File: config.mk
export PLATFORM = sky130hd
export DESIGN_NAME = hazard_ctrl
export DESIGN_NICKNAME = d
export VERILOG_FILES = /design/src/rtl/hazard_ctrl.sv
export SDC_FILE = /design/constraint.sdc
export NUM_CORES = 1
export LEC_CHECK = 0
export ABC_AREA = 1
export BUFFER_PORTS_ARGS = -buffer_cell sky130_fd_sc_hd__buf_2
export CAP_MARGIN = 20
export CORE_UTILIZATION = 40
export DETAILED_ROUTE_END_ITERATION = 10
export PLACE_DENSITY = 0.67
export SYNTH_ARGS = -nofsm -noshare
export SYNTH_HDL_FRONTEND = slang
export SYNTH_SLANG_ARGS = --single-unit
export TNS_END_PERCENT = 20
File: constraint.sdc
create_clock -name clk -period 1.67 [get_ports clk]
set_input_delay 0.0835 -clock clk [delete_from_list [all_inputs] [get_ports clk]]
set_output_delay 0.0835 -clock clk [all_outputs]
set_load 0.01 [all_outputs]
File: src/rtl/hazard_ctrl.sv
// Pipeline hazard controller for the 5-stage RV32 core: load-use bubbles, branch flushes,
// memory-busy freeze, E-stage forwarding selects and a saturating stall-cycle counter.
//
// state  | meaning
// IDLE   | no bubble pending; load-use detect is live
// LSTALL | inserting the 2nd..LOAD_LATENCY-th bubble of a load-use hazard; cnt = bubbles left
module hazard_ctrl #(
   parameter int REG_AW       = 5,
   parameter int WB_SEL_W     = 2,
   parameter int WB_SEL_LOAD  = 0,
   parameter int LOAD_LATENCY = 1,
   parameter int PERF_W       = 32
) (
   input  logic                clk,
   input  logic                rst_n,
   input  logic [REG_AW-1:0]   rs1_addr_D,
   input  logic [REG_AW-1:0]   rs2_addr_D,
   input  logic [REG_AW-1:0]   rs1_addr_E,
   input  logic [REG_AW-1:0]   rs2_addr_E,
   input  logic [REG_AW-1:0]   rd_E,
   input  logic [WB_SEL_W-1:0] sel_wb_E,
   input  logic                reg_write_E,
   input  logic [REG_AW-1:0]   rd_M,
   input  logic                reg_write_M,
   input  logic [REG_AW-1:0]   rd_W,
   input  logic                reg_write_W,
   input  logic                pc_src_E,
   input  logic                mem_busy,
   input  logic                perf_clr,
   output logic                stallF,
   output logic                stallD,
   output logic                stallE,
   output logic                stallM,
   output logic                flushD,
   output logic                flushE,
   output logic                flushW,
   output logic [1:0]          fwd_a_E,
   output logic [1:0]          fwd_b_E,
   output logic [PERF_W-1:0]   stall_cycles
);

   localparam int CNT_W = (LOAD_LATENCY + 1 > 1) ? $clog2(LOAD_LATENCY + 1) : 1;

   typedef enum logic {
      IDLE   = 1'b0,
      LSTALL = 1'b1
   } state_t;

   state_t             state;
   state_t             state_nxt;
   logic [CNT_W-1:0]   cnt;
   logic [CNT_W-1:0]   cnt_nxt;
   logic               lu;
   logic               stall_f;
   logic               stall_d;
   logic               stall_e;
   logic               stall_m;
   logic               flush_d;
   logic               flush_e;
   logic               flush_w;
   logic [1:0]         fwd_a;
   logic [1:0]         fwd_b;

   function automatic logic [1:0] fwd_sel(
      input logic [REG_AW-1:0] rs,
      input logic [REG_AW-1:0] rd_m,
      input logic              we_m,
      input logic [REG_AW-1:0] rd_w,
      input logic              we_w
   );
      logic [1:0] sel;
      sel = 2'b00;
      if (we_m && (rd_m != '0) && (rd_m == rs))
         sel = 2'b10;
      else if (we_w && (rd_w != '0) && (rd_w == rs))
         sel = 2'b01;
      return sel;
   endfunction

   assign lu = reg_write_E
             && (sel_wb_E == WB_SEL_W'(WB_SEL_LOAD))
             && (rd_E != '0)
             && ((rd_E == rs1_addr_D) || (rd_E == rs2_addr_D));

   // Priority: reset > memory busy > taken branch > pending bubbles > new load-use.
   always_comb begin
      stall_f   = 1'b0;
      stall_d   = 1'b0;
      stall_e   = 1'b0;
      stall_m   = 1'b0;
      flush_d   = 1'b0;
      flush_e   = 1'b0;
      flush_w   = 1'b0;
      fwd_a     = 2'b00;
      fwd_b     = 2'b00;
      state_nxt = state;
      cnt_nxt   = cnt;
      if (rst_n) begin
         fwd_a = fwd_sel(rs1_addr_E, rd_M, reg_write_M, rd_W, reg_write_W);
         fwd_b = fwd_sel(rs2_addr_E, rd_M, reg_write_M, rd_W, reg_write_W);
         if (mem_busy) begin
            stall_f = 1'b1;
            stall_d = 1'b1;
            stall_e = 1'b1;
            stall_m = 1'b1;
            flush_w = 1'b1;
         end else if (pc_src_E) begin
            flush_d   = 1'b1;
            flush_e   = 1'b1;
            state_nxt = IDLE;
            cnt_nxt   = '0;
         end else if (state == LSTALL) begin
            stall_f = 1'b1;
            stall_d = 1'b1;
            flush_e = 1'b1;
            if (cnt == CNT_W'(1)) begin
               state_nxt = IDLE;
               cnt_nxt   = '0;
            end else begin
               cnt_nxt = cnt - CNT_W'(1);
            end
         end else if (lu) begin
            stall_f = 1'b1;
            stall_d = 1'b1;
            flush_e = 1'b1;
            if (LOAD_LATENCY > 1) begin
               state_nxt = LSTALL;
               cnt_nxt   = CNT_W'(LOAD_LATENCY - 1);
            end
         end
      end
   end

   always_ff @(posedge clk or negedge rst_n) begin
      if (!rst_n) begin
         state <= IDLE;
         cnt   <= '0;
      end else begin
         state <= state_nxt;
         cnt   <= cnt_nxt;
      end
   end

   always_ff @(posedge clk or negedge rst_n) begin
      if (!rst_n)
         stall_cycles <= '0;
      else if (perf_clr)
         stall_cycles <= '0;
      else if (stall_f && (stall_cycles != {PERF_W{1'b1}}))
         stall_cycles <= stall_cycles + PERF_W'(1);
   end

   assign stallF  = stall_f;
   assign stallD  = stall_d;
   assign stallE  = stall_e;
   assign stallM  = stall_m;
   assign flushD  = flush_d;
   assign flushE  = flush_e;
   assign flushW  = flush_w;
   assign fwd_a_E = fwd_a;
   assign fwd_b_E = fwd_b;

endmodule

==> results.txt <==
----------------------------------------------------
[Status]
  Status ... complete, but fails checks
  Violated checks ... negative setup slack

[Detailed routing]
  DR vias/cell ... roughly 5
  Via count of the routed design ... ~3600
  Iteration-0 DRC Markers ... between 150 and 200
  Count of unresolved DRC violations after routing ... 0
  DRT Pass-1 Iters ... 5
  Number of routed nets with antenna violations ... 0
  Detailed-route wire length per cell ... 13.12 microns
  Final routed wirelength across all metal layers ... roughly 9500 microns

[Placed design]
  Placed Instances ... ~710
  Final weighted congestion of routability-driven global placement ... approximately 0.98
  HPWL after DPL ... around 7300 microns
  # port buffers ... between 80 and 90
  Cell area after placement ... 3984 sq um
  Worst setup slack after placement ... -54.32 ps

[Timing]
  Final setup vio count ... 32
  Share of the cycle needed by the critical path after routing ... 1.041
  Setup_tns ... -1395 ps
  Slew at the pin closest to its max-slew limit ... approximately 430 ps
  Final critical-path setup slack ... -68.85 ps
  Count of final max-slew check failures ... 0
  Final count of hold timing violations ... 0
  Post-layout min period ... 1739 ps
  RSZ-0062 raised after global routing ... true
  Clock Skew ... 3.570 ps
  Top achievable clock speed ... 575.1 MHz
  Tightest slew margin relative to the limit ... 0.7066

[Global routing]
  Number of antenna violations at the first check in global routing ... 0
  Total gr overflow ... 0
  Global-route wire length before repair ... 15460 microns
  Total track usage ... 0.2542
  Vias in the first global route ... around 3300
  Largest net degree at the start of global routing ... 61

[Die]
  Chip Width ... a little under 90 microns
  Placement Rows ... 31
  Starting density of the core ... 0.4142
  Die Y-Extent ... 88.90 microns
  Boundary pin count ... 88
  Die footprint ... 7902 sq um
  Core area ... roughly 7300 sq um

[Worst setup path]
  Critical Path Start Type ... flip-flop
  Worst r2r path cells ... 10
  Kind of capture point of the worst setup path ... flip-flop
  Worst reg2reg startpoint ... stall_cycles[0]
  Worst path arrival time ... 1970 ps
  Crit Reg-Reg Endpoint ... stall_cycles[26]
  Category of the most critical setup path ... flip-flop to flip-flop
  Required time worst endpoint ... between 1500 and 2000 ps
  Maximum fanout along the worst path ... 9
  R2R setup slack ... -70 ps

[Synth]
  Yosys reg bits ... 34
  Unique masters post-synth ... 28
  Share of flip-flops with an asynchronous set or reset after synthesis ... 1.000
  Synthesized instance count ... about 480
  Post-Synthesis Mean Instance Area ... roughly 6.2 sq um
  Count of flip-flops with a built-in enable after synthesis ... 0
  Fraction of synthesized cell area taken by the top area cell type ... 0.2817
  Netlist Area Pre-Place ... between 3000 and 4000 sq um
  Top area cells in the synthesized netlist ... dfrtp_1 (28%), nand2_1 (17%), nand3_1 (8.9%)
  Sequential-to-total area share from yosys stat ... 0.2817
  Largest area contributor in the netlist ... dfrtp_1
  Mapped Nets ... between 500 and 600
  Ys flop type ... dfrtp_1
  Count of yosys warnings during synthesis ... 0

[Worst hold path]
  Worst-case hold path end point ... state
  Path class of the lowest-slack min-delay path ... primary input to flip-flop
  WHS Path Cells ... 3
  Origin of the worst min-delay path ... mem_busy

[Clock tree]
  H-Tree Depth ... 2
  Clock sinks ... 34
  Clock Latency Late Sink ... between 200 and 300 ps
  Clock transition at path regs ... ~70 ps
  Clock root buffer master ... clkbuf_8
  CTS max path bufs ... 2
  Clock tree from TritonCTS ... yes
  TritonCTS Buffers ... 5

[Run]
  Maxcap violations ... 0

[Power]
  Power per Cell Area ... around 440 nW/um^2
  Proportion of total power due to net switching ... 0.2923
  Net switching power ... 0.0005338 W
  IR Drop Worst-Case VDD ... 232.1 uV
  Combinational share of power ... 0.208
  Leakage power ... 2.346 nW
  Clock share of power ... 0.329
  Internal power ... between 0.001 and 0.0015 W
  Portion of total power attributed to sequential cells ... 0.463

[Finish]
  Fraction of final layout cells sized beyond drive strength 1 ... 0.2752
  Area of combinational cells with multiple inputs ... 1848 sq um
  Leading cell type in the layout, fill and taps excluded ... nand2_1
  Count of placed standard cells in the final layout, fillers left out ... slightly above 700
  Area growth from synthesis to layout ... 37.12%
  Final cell area excluding filler cells ... about 4100 sq um
  NumNets Final ... 670
  Highest-count cells in the layout ignoring fill and taps ... nand2_1 (139), buf_2 (87), inv_1 (65)
  Diodes inserted ... 0
  Register cell area after layout ... between 800 and 900 sq um
  Count of filler cells inserted in the layout ... between 700 and 800

----------------------------------------------------
-- how the worst max path moves through the flow --
| stage | startpoint | endpoint | slack [ps] | depth (start not counted) |
|---|---|---|---|---|
| after CTS | stall_cycles[0] | stall_cycles[23] | -70 | 10 |
| after floorplan | stall_cycles[0] | stall_cycles[0] | 10 | 10 |
| after global routing | stall_cycles[14] | stall_cycles[7] | -210 | 10 |
| after global placement | stall_cycles[2] | stall_cycles[31] | -60 | 9 |
| final | stall_cycles[0] | stall_cycles[26] | -70 | 10 |
| after detailed placement | stall_cycles[2] | stall_cycles[31] | -50 | 9 |
-- repair_timing --
| item | in CTS | in global routing |
|---|---|---|
| resized for setup | 3 | 6 |
| endpoints found under the hold margin | 34 | 0 |
| hold buffers | 1 | 0 |
| cloned | 0 | 1 |
| endpoints found under the setup margin | 32 | 32 |
| setup buffers | 0 | 1 |
| pin swaps | 0 | 3 |
-- power groups by stage --
stage	sequential, W	combinational, W	clock (W)
4_1_cts	0.000845	0.000367	0.000608
5_1_grt	0.000846	0.000420	0.000649
3_3_place_gp	0.000860	0.000352	0
3_5_place_dp	0.000861	0.000363	0
2_1_floorplan	0.000863	0.000191	0
6_report	0.000845	0.000380	0.000601
-- flip-flops by register name (all words and copies together) (netlist names) --
| signal | cells |
|---|---|
| stall_cycles | 32 |
| state | 1 |
| cnt | 1 |
-- synth_stat cells (2+ instances only) --
cell type and instances:
dfrtp_1 34, or2_2 2, nor4_1 5, nor3_1 13
nand2_1 139, xor2_1 23, inv_1 65, a21oi_1 2
nor2_1 59, nand3_1 54, buf_2 4, o21ai_0 5
buf_6 3, buf_4 4, nand4_1 38, nor3b_1 2
xnor2_1 14, nor2_2 2, clkbuf_1 7
-- kinds of logic after synthesis --
| kind of cell | Yosys count | share of synthesized area |
|---|---|---|
| AND/OR/NAND/NOR | 317 | 0.4677 |
| XOR/XNOR | 37 | 0.1073 |
| flip-flops | 34 | 0.2817 |
| AO/OA/AOI/OAI | 10 | 0.01947 |
| adder cells (fa/ha/maj) | 1 | 0.004142 |
| buffers and inverters | 85 | 0.1197 |
-- final cells by class --
| type | count | share of cell area |
|---|---|---|
| multi-input cells | 365 | 0.4462 |
| repair buffers | 152 | 0.2387 |
| flip-flops and latches | 34 | 0.2060 |
| inverters | 66 | 0.05982 |
| well taps | 99 | 0.02991 |
| clock buffers | 8 | 0.01934 |
-- worst max-delay path, stage by stage, from the launching register on --
cell	delay (ps)
dfrtp_2	400
ha_4	140
nand4_1	130
nor2_2	140
nand4_1	90
nor2_1	140
nand4_2	160
nand2_4	170
clkbuf_16	170
nand3_1	70
nand2_1	70
-- metrics by stage --
stage	hold WS (ps)	util	total power (W)
floorplan	-212.1	-	0.001054
global placement	-93.09	0.5463	0.001212
global route	131.8	0.5679	0.001915
finish	83.55	0.5679	0.001826
detailed placement	-88.21	0.5463	0.001224
CTS	85.31	0.5606	0.001820
-- metal layers --
metal,vias up,track usage,routed length (microns),part of all wire
met2,121,0.4336,4577,0.48
li1,1839,-,-,-
met1,1646,0.3423,4221,0.44
met5,-,0,0,0
met4,0,0.07331,148,0.016
met3,14,0.02493,554,0.058
Note: power is estimated with default switching activity, not from simulation.
